### config.mk
export PLATFORM = sky130hd
export DESIGN_NAME = mdu_unit
export DESIGN_NICKNAME = d
export VERILOG_FILES = /design/src/rtl/mdu_pkg.sv /design/src/rtl/mdu_div_core.sv /design/src/rtl/mdu_unit.sv
export SDC_FILE = /design/constraint.sdc
export NUM_CORES = 2
export LEC_CHECK = 0
export CORE_UTILIZATION = 65
export CTS_CLUSTER_SIZE = 28
export DETAILED_ROUTE_END_ITERATION = 8
export GPL_ROUTABILITY_DRIVEN = 0
export PLACE_DENSITY = 0.86
export REMOVE_ABC_BUFFERS = 1
export SYNTH_ARGS = -nofsm -noshare
export SYNTH_HDL_FRONTEND = slang
export SYNTH_SLANG_ARGS = --single-unit
export TNS_END_PERCENT = 30
### constraint.sdc
create_clock -name clk -period 24.7 [get_ports clk]
set_clock_uncertainty 0.15 [all_clocks]
set_input_delay 7.41 -clock clk [delete_from_list [all_inputs] [get_ports clk]]
set_output_delay 7.41 -clock clk [all_outputs]
set_load 0.01 [all_outputs]
### src/rtl/mdu_pkg.sv
// Shared definitions for the multiply/divide unit: opcode encodings, FSM states
// and the magnitude/sign helpers used to run signed ops on an unsigned datapath.
package mdu_pkg;

    localparam logic [2:0] MDU_MULT  = 3'd0;
    localparam logic [2:0] MDU_MULTU = 3'd1;
    localparam logic [2:0] MDU_MADD  = 3'd2;
    localparam logic [2:0] MDU_MADDU = 3'd3;
    localparam logic [2:0] MDU_MSUB  = 3'd4;
    localparam logic [2:0] MDU_MSUBU = 3'd5;
    localparam logic [2:0] MDU_DIV   = 3'd6;
    localparam logic [2:0] MDU_DIVU  = 3'd7;

    typedef enum logic [2:0] {IDLE, MUL, ACC, DIV, DONE} mdu_state_t;

    // Helpers work on a wide scratch width; callers keep only the low bits they need.
    localparam int MDU_XW = 128;

    function automatic logic [MDU_XW-1:0] mdu_negate(input logic [MDU_XW-1:0] v);
        return ~v + 1'b1;
    endfunction

    function automatic logic [MDU_XW-1:0] mdu_cond_neg(input logic [MDU_XW-1:0] v, input logic neg);
        return neg ? mdu_negate(v) : v;
    endfunction

    function automatic logic [MDU_XW-1:0] mdu_abs(input logic [MDU_XW-1:0] v, input int w,
                                                   input logic is_signed);
        return mdu_cond_neg(v, is_signed && v[w-1]);
    endfunction

    function automatic logic mdu_is_signed(input logic [2:0] op);
        return op inside {MDU_MULT, MDU_MADD, MDU_MSUB, MDU_DIV};
    endfunction

    function automatic logic mdu_is_acc(input logic [2:0] op);
        return op inside {MDU_MADD, MDU_MADDU, MDU_MSUB, MDU_MSUBU};
    endfunction

    function automatic logic mdu_is_sub(input logic [2:0] op);
        return op inside {MDU_MSUB, MDU_MSUBU};
    endfunction

    function automatic logic mdu_is_div(input logic [2:0] op);
        return op inside {MDU_DIV, MDU_DIVU};
    endfunction

endpackage

### src/rtl/mdu_div_core.sv
// Unsigned restoring divider producing one quotient bit per cycle for WIDTH cycles.
module mdu_div_core
    import mdu_pkg::*;
#(
    parameter int WIDTH = 32
) (
    input  logic             clk,
    input  logic             rst,
    input  logic             start,
    input  logic             annul,
    input  logic [WIDTH-1:0] dividend,
    input  logic [WIDTH-1:0] divisor,
    output logic             busy,
    output logic             done,
    output logic [WIDTH-1:0] quotient,
    output logic [WIDTH-1:0] remainder
);

    localparam int CW = $clog2(WIDTH + 1);

    logic [WIDTH-1:0] rem_q, quo_q, dvs_q;
    logic [CW-1:0]    cnt_q;
    logic [WIDTH:0]   shifted, trial;

    // quotient/remainder show the result of the step in progress, so on the
    // done cycle they already carry the final values.
    assign shifted   = {rem_q, quo_q[WIDTH-1]};
    assign trial     = shifted - {1'b0, dvs_q};
    assign quotient  = {quo_q[WIDTH-2:0], ~trial[WIDTH]};
    assign remainder = trial[WIDTH] ? shifted[WIDTH-1:0] : trial[WIDTH-1:0];
    assign done      = busy && (cnt_q == CW'(1));

    always_ff @(posedge clk) begin
        if (rst) begin
            rem_q <= '0;
            quo_q <= '0;
            dvs_q <= '0;
            cnt_q <= '0;
            busy  <= 1'b0;
        end else if (annul) begin
            busy <= 1'b0;
        end else if (start) begin
            rem_q <= '0;
            quo_q <= dividend;
            dvs_q <= divisor;
            cnt_q <= CW'(WIDTH);
            busy  <= 1'b1;
        end else if (busy) begin
            rem_q <= remainder;
            quo_q <= quotient;
            cnt_q <= cnt_q - 1'b1;
            if (cnt_q == CW'(1)) begin
                busy <= 1'b0;
            end
        end
    end

endmodule

### src/rtl/mdu_unit.sv
// Multi-cycle multiply/divide unit: signed ops run on magnitudes with the sign
// restored at the end; results return as {HI,LO} with a one-cycle valid pulse.
module mdu_unit
    import mdu_pkg::*;
#(
    parameter int WIDTH   = 32,
    parameter int MUL_LAT = 2
) (
    input  logic               clk,
    input  logic               rst,
    input  logic               start_i,
    input  logic [2:0]         op_i,
    input  logic [WIDTH-1:0]   opa_i,
    input  logic [WIDTH-1:0]   opb_i,
    input  logic [2*WIDTH-1:0] hilo_i,
    input  logic               annul_i,
    output logic [2*WIDTH-1:0] result_o,
    output logic               valid_o,
    output logic               dbz_o,
    output logic               busy_o,
    output logic               stallreq_o
);

    localparam int DW    = 2 * WIDTH;
    localparam int CNT_W = $clog2(MUL_LAT + 1);
    localparam logic [CNT_W-1:0] CNT_LAST = CNT_W'(MUL_LAT - 1);

    mdu_state_t       state, state_nxt;
    logic [2:0]       op_q;
    logic [WIDTH-1:0] a_mag, b_mag;
    logic             neg_q, rem_neg_q;
    logic [DW-1:0]    hilo_q, prod_q;
    logic [CNT_W-1:0] cnt;

    logic              accept, in_signed, div_zero, div_start;
    logic              div_busy, div_done;
    logic [WIDTH-1:0]  div_quo, div_rem;
    logic [DW-1:0]     prod_raw, prod_mag;
    logic [MDU_XW-1:0] a_abs_x, b_abs_x, prod_fix_x, q_fix_x, r_fix_x;
    logic              unused_bits;

    assign accept     = (state == IDLE) && start_i && !annul_i;
    assign in_signed  = mdu_is_signed(op_i);
    assign div_zero   = (opb_i == '0);
    assign div_start  = accept && mdu_is_div(op_i) && !div_zero;
    assign a_abs_x    = mdu_abs(MDU_XW'(opa_i), WIDTH, in_signed);
    assign b_abs_x    = mdu_abs(MDU_XW'(opb_i), WIDTH, in_signed);
    assign prod_raw   = DW'(a_mag) * DW'(b_mag);
    assign prod_fix_x = mdu_cond_neg(MDU_XW'(prod_mag), neg_q);
    assign q_fix_x    = mdu_cond_neg(MDU_XW'(div_quo), neg_q);
    assign r_fix_x    = mdu_cond_neg(MDU_XW'(div_rem), rem_neg_q);

    assign valid_o    = (state == DONE);
    assign busy_o     = (state != IDLE);
    assign stallreq_o = accept || (state inside {MUL, ACC, DIV});

    assign unused_bits = ^{a_abs_x[MDU_XW-1:WIDTH], b_abs_x[MDU_XW-1:WIDTH],
                           prod_fix_x[MDU_XW-1:DW], q_fix_x[MDU_XW-1:WIDTH],
                           r_fix_x[MDU_XW-1:WIDTH], div_busy};

    // The operand registers form the first multiplier stage; the remaining
    // MUL_LAT-1 stages are plain registers that synthesis can retime.
    generate
        if (MUL_LAT == 1) begin : g_mul_comb
            assign prod_mag = prod_raw;
        end else begin : g_mul_pipe
            logic [DW-1:0] pipe [MUL_LAT-1];
            always_ff @(posedge clk) begin
                if (rst) begin
                    for (int k = 0; k < MUL_LAT - 1; k++) pipe[k] <= '0;
                end else begin
                    pipe[0] <= prod_raw;
                    for (int k = 1; k < MUL_LAT - 1; k++) pipe[k] <= pipe[k-1];
                end
            end
            assign prod_mag = pipe[MUL_LAT-2];
        end
    endgenerate

    mdu_div_core #(.WIDTH(WIDTH)) u_div (
        .clk       (clk),
        .rst       (rst),
        .start     (div_start),
        .annul     (annul_i),
        .dividend  (a_abs_x[WIDTH-1:0]),
        .divisor   (b_abs_x[WIDTH-1:0]),
        .busy      (div_busy),
        .done      (div_done),
        .quotient  (div_quo),
        .remainder (div_rem)
    );

    always_ff @(posedge clk) begin
        if (rst) begin
            state <= IDLE;
        end else begin
            state <= state_nxt;
        end
    end

    always_comb begin
        state_nxt = state;
        case (state)
            IDLE: if (accept) begin
                if (mdu_is_div(op_i)) state_nxt = div_zero ? DONE : DIV;
                else                  state_nxt = MUL;
            end
            MUL:  if (cnt == CNT_LAST) state_nxt = mdu_is_acc(op_q) ? ACC : DONE;
            ACC:  state_nxt = DONE;
            DIV:  if (div_done) state_nxt = DONE;
            DONE: state_nxt = IDLE;
            default: state_nxt = IDLE;
        endcase
        if (annul_i) state_nxt = IDLE;
    end

    // result_o only changes on the way into DONE, so it holds across idle periods
    // and an annulled operation leaves the previous result untouched.
    always_ff @(posedge clk) begin
        if (rst) begin
            op_q      <= '0;
            a_mag     <= '0;
            b_mag     <= '0;
            neg_q     <= 1'b0;
            rem_neg_q <= 1'b0;
            hilo_q    <= '0;
            prod_q    <= '0;
            cnt       <= '0;
            result_o  <= '0;
            dbz_o     <= 1'b0;
        end else begin
            if (accept) begin
                op_q      <= op_i;
                a_mag     <= a_abs_x[WIDTH-1:0];
                b_mag     <= b_abs_x[WIDTH-1:0];
                neg_q     <= in_signed && (opa_i[WIDTH-1] ^ opb_i[WIDTH-1]);
                rem_neg_q <= in_signed && opa_i[WIDTH-1];
                hilo_q    <= hilo_i;
                cnt       <= '0;
                dbz_o     <= 1'b0;
                if (mdu_is_div(op_i) && div_zero) begin
                    result_o <= {opa_i, {WIDTH{1'b1}}};
                    dbz_o    <= 1'b1;
                end
            end
            if (state == MUL) begin
                cnt <= cnt + 1'b1;
            end
            if (!annul_i) begin
                if (state == MUL && cnt == CNT_LAST) begin
                    if (mdu_is_acc(op_q)) prod_q   <= prod_fix_x[DW-1:0];
                    else                  result_o <= prod_fix_x[DW-1:0];
                end
                if (state == ACC) begin
                    result_o <= mdu_is_sub(op_q) ? hilo_q - prod_q : hilo_q + prod_q;
                end
                if (state == DIV && div_done) begin
                    result_o <= {r_fix_x[WIDTH-1:0], q_fix_x[WIDTH-1:0]};
                end
            end
        end
    end

endmodule
==> Word level (Yosys, flattened, before mapping) <==
Memory sizes are Yosys's and may differ from the RTL's.
Cells that the tools add are included.
{ "totals": {"register_bits": 370, "output_inout_bits": 68, "n_memories": 1, "inputBits": 135, "ramBits": 64, "word_cells": 122} }
{ "mem_list": {"columns": ["memory", "depth", "word_bits", "read_ports", "rd_ports_with_merged_regs", "wr", "line_no", "source"], "rows": [
  ["g_mul_pipe.pipe", 1, 64, 1, 0, 1, "mdu_unit.sv:67", "logic [DW-1:0] pipe [MUL_LAT-1];"]
]} }
{ "classes": {"n_mux": 38, "reduce_logical": 31, "mul": 1, "n_eq_ne": 17, "add_sub_neg": 10, "bitwise": 8} }
{ "op_table": {"columns": ["cell", "count"], "rows": [
  ["2-to-1 mux 64 bit", 10],
  ["2-to-1 mux 32 bit", 9],
  ["adder 32 x 1 -> 32 bit, second input constant", 4],
  ["inverter 32 bit", 4],
  ["adder 64 x 1 -> 64 bit, second input constant", 1],
  ["adder 64 bit", 1],
  ["multiplier 32 x 32 -> 64 bit", 1],
  ["inverter 64 bit", 1],
  ["OR reduction 64 bit", 1],
  ["subtractor 64 bit", 1],
  ["subtractor 33 x 32 -> 33 bit", 1],
  ["logical NOT 32 bit", 1],
  ["equality test 3 bit, second input constant", 6],
  ["2-to-1 mux 3 bit", 6],
  ["equality test 3 x 2 -> 1 bit, second input constant", 5],
  ["2-to-1 mux 6 bit", 2],
  ["one-hot mux 3 bit (4 select lines)", 1],
  ["logical AND 1 bit", 11],
  ["2-to-1 mux 1 bit", 8],
  ["nonzero test 2 bit", 4],
  ["nonzero test 4 bit", 2],
  ["equality test 6 x 1 -> 1 bit, second input constant", 1],
  ["logical NOT 3 bit", 2],
  ["AND reduction 3 bit", 2],
  ["other kinds (14)", 20]
]} }

==> Depth between registers and ports, before layout <==
{ "logic_depth": {"ltp_word": 10, "ltp_mapped": 32, "ltp_nobuf": 30} }

==> By module <==
A second synthesis with hierarchy kept.
{ "unflattened": {"hier_cells": 7352, "hier_area_um2": 61076.1} }
{ "modules_own_cells": {"columns": ["module", "area_per_inst_um2", "cells_per_inst", "seq_area_each_um2", "instances"], "rows": [
  ["mdu_unit", 54354.6, 6488, 6606.3, 1],
  ["mdu_div_core", 6721.4, 864, 2062.0, 1]
]} }

==> Worst setup path before layout <==
OpenSTA, ideal clock, no wires.
{ "synth_path": {"path_kind": "in2out", "startpoint": "input port annul_i", "endpoint": "output port stallreq_o", "stages": 3, "path_buffers": 1, "arrival_time_ns": 8.242, "path_slack_ns": 8.898, "required_ns": 17.140, "cell_sequence": "clkbuf_1 nor3b_1 or3_1"} }
{ "synth_via": {"elab_chain_len": 3} }
{ "synth_lines": {"columns": ["element", "line_no", "source"], "rows": [
  ["start: declaration", "mdu_unit.sv:16", "input logic annul_i,"],
  ["logical NOT 1 bit", null, null],
  ["logical AND 1 bit", "mdu_unit.sv:42", "assign accept = (state == IDLE) && start_i && !annul_i;"],
  ["logical OR 1 bit", "mdu_unit.sv:55", "assign stallreq_o = accept || (state inside {MUL, ACC, DIV});"],
  ["end: declaration", "mdu_unit.sv:21", "output logic stallreq_o"]
]} }
Every way passes these cells.

==> Final worst setup path <==
{ "layout_path": {"startpoint": "input port start_i", "endpoint": "output port stallreq_o"} }
{ "layout_via": {"elab_chain_len": 3} }
{ "layout_lines": {"columns": ["element", "line_no", "source"], "rows": [
  ["start: declaration", "mdu_unit.sv:11", "input logic start_i,"],
  ["logical AND 1 bit (2 in a row)", "mdu_unit.sv:42", null],
  ["logical OR 1 bit", "mdu_unit.sv:55", null]
]} }
Every way passes these cells.

==> reports/qor.yml <==
outcome: "complete, but fails checks"
violations: "design-rule violations"
timing.hold.ws_ps: 309
post_cts_buffers: 0
tns_ps: 0
dp_hpwl_mm: 138
startpoint: "start_i"
grt_use_total_pct: 38.7
cts.sinks: 433
core_um2: 92200
avgViaCountPerCell: 6.33
regToRegStartpoint: "b_mag[4]"
fin_cells: 8458
yosysSeqAreaShare_pct: 14.2
post_drt_wl_per_cell_um: 21.6
first_pass_iters: 9
final_nets: 8576
rsz0062_at_grt: "no"
p_per_area_nw_per_um2: 44.8
worst_pin_slew_ps: 1220
grt_pass1_vias: 54100
hold_viol_final: 0
die-area_um2: 94900
finalCritPeriodShare_pct: 66.6
synth_edf_count: 0
slew_viol_final: 0
areaGrowthSynthToFinish_pct: 6.77
synth-async-reset-ratio_pct: 0
port_buffers: 202
p_switching_w: 0.00125
via_count: 53500
fin_area_um2: 65000
busiest_layer: "met2"
synth_top_area_cell: "fa_1"
initial_utilization_pct: 66.1
critPathKind: "primary input to primary output"
ys_top_cells_by_count: "inv_1, fa_1, nand2_1"
netSwitchingFraction_pct: 43.0
p_comb_share_pct: 48.4
grt_max_degree: 205
r2r-end: "g_mul_pipe.pipe[0][61]"
setup_viol: 0
synth_cells: 7285
syn_area_per_cell_um2: 8.36
overflow: 0
grt.met3_usage_pct: 10.4
max-slew-margin-rel_pct: 18.8
cp_max_fo: 3
yosys_warnings: 0
period_minus_slack_ps: 16460
use_met2_pct: 61.3
grtUsageMet1_pct: 48.7
cts_made_buffers: 45
max_freq_mhz: 60.8
drive_gt1_share_pct: 3.16
pwr-share-seq_pct: 27.6
max-cap-violations: 0
drc: 11
p_int_w: 0.00166
fp.dieW_um: 308
cts_tree: "yes"
hold_buffers: 0
dpl.cell_count: 8372
ant_nets: 0
drt-total-wl_mm: 183
cts-root-buf: "clkbuf_16"
post_cts_resized: 0
hp-class: "register to register"
ys_ff_latch: 433
p_clk_share_pct: 24.0
synth.distinct_cells: 97
cp-start-kind: "primary input"
synth-main-ff-cell: "dfxtp_1"
synth.area.top_cells: "fa_1, dfxtp_1, ha_1"
ios: 203
clkLatencyLatePin_ps: 610
grt_first_pass_wirelength_mm: 289
ir_drop_mv: 0.0504
htree_levels: 2
reg2reg_slack_ps: 14790
leakagePower_nw: 29.3
clk_pin_slew_ps: 60
reg2reg_depth: 24
antenna_found_initial: 8
place_area_um2: 63500
post-synth-top-count-cell: "inv_1"
drt-initial-drc-count: 6559
die_h_um: 308
row_count: 111
crit_required_ps: 17140
end_kind: "primary output"
endpoint: "stallreq_o"
yosysTopAreaCellShare_pct: 29.5
syn_area_um2: 60900
clk_path_buf_depth: 3
crit_arrival_ps: 8900
## state kept, by name, summed over array words and instances (netlist names), 2 cells and up
name             count
u_div.rem_q         32
g_mul_pipe.pipe     64
u_div.dvs_q         32
state                3
prod_q              64
a_mag               32
u_div.cnt_q          6
cnt                  2
hilo_q              64
b_mag               32
result_o            64
op_q                 2
u_div.quo_q         32
## logic make-up (layout without fill, tap and decap cells)
| group | Yosys count | after routing | share of synthesized area, % |
|---|---|---|---|
| muxes | 59 | 59 | 0.986 |
| xor gates and xnor gates | 379 | 379 | 5.45 |
| DFF | 433 | 433 | 14.2 |
| adders and majority gates | 1265 | 1265 | 37.1 |
| and+or+nand+nor | 2451 | 2451 | 19.5 |
| AOI/OAI and AO/OA | 1312 | 1312 | 14.2 |
| other | 0 | 6 | 0 |
| buffers and inverters | 1386 | 1310 | 8.59 |
## critical path, cell delays in order
cell and delay (ps):
clkdlybuf4s50_1 410, nor3b_2 180, or3_1 410, clkdlybuf4s50_1 500
## stage by stage
step                      utilization [%]  power (W)  setup WS [ps]
after floorplan                         -    0.00172           -729
after global placement               68.9    0.00212           8250
after detailed placement             68.9    0.00217           8240
after CTS                            70.5    0.00286           8240
after global routing                 70.5    0.00306           8160
final                                70.5    0.00291           8240
## how the worst min path moves through the flow
stage                          from               to  slack [ps]  cells past startpoint
finish                    hilo_q[2]        hilo_q[2]         310                      2
global route             hilo_q[21]       hilo_q[21]         330                      2
CTS                 u_div.dvs_q[31]  u_div.dvs_q[31]         310                      2
detailed placement  u_div.dvs_q[31]  u_div.dvs_q[31]         300                      2
global placement          hilo_q[0]        hilo_q[0]         300                      2
floorplan                 hilo_q[0]        hilo_q[0]         280                      2
## power by group through the flow
| stage | Clock, W | Sequential, W | Combinational (W) |
|---|---|---|---|
| after CTS | 0.000698 | 0.000799 | 0.00137 |
| after floorplan | 0 | 0.000824 | 0.000898 |
| after detailed placement | 0 | 0.000814 | 0.00136 |
| final | 0.000699 | 0.000804 | 0.00141 |
| after global routing | 0.000727 | 0.000806 | 0.00153 |
| after global placement | 0 | 0.000812 | 0.00130 |
## layout by cell type, fill, tap and decap left out, types with 88 or more instances in the layout
| cell type | n |
|---|---|
| xor2_1 | 199 |
| ha_1 | 367 |
| fa_1 | 898 |
| xnor2_1 | 180 |
| o21ai_0 | 213 |
| nor3_1 | 93 |
| clkdlybuf4s50_1 | 200 |
| nand2_1 | 894 |
| a21oi_1 | 356 |
| and2_1 | 609 |
| inv_1 | 937 |
| a211oi_1 | 278 |
| nor2_1 | 473 |
| buf_4 | 88 |
| a21o_1 | 112 |
| dfxtp_1 | 430 |
## metal layers
layer / part of all wire, % / up-vias
met5: 0.029 / -
met4: 5.6 / 8
met3: 14 / 708
met2: 45 / 3479
met1: 36 / 25900
li1: - / 23400
## cell type report
| class | instances | area [um^2] |
|---|---|---|
| multi-input cells | 5466 | 47100 |
| clock inverters | 22 | 219 |
| flip-flops and latches | 433 | 8670 |
| well taps | 1243 | 1560 |
| repair buffers | 292 | 2720 |
| clock buffers | 58 | 1270 |
| inverters | 938 | 3520 |
| fillers | 6802 | 27200 |
| diodes | 6 | 15.0 |
Power figures use the tool's default switching activity.
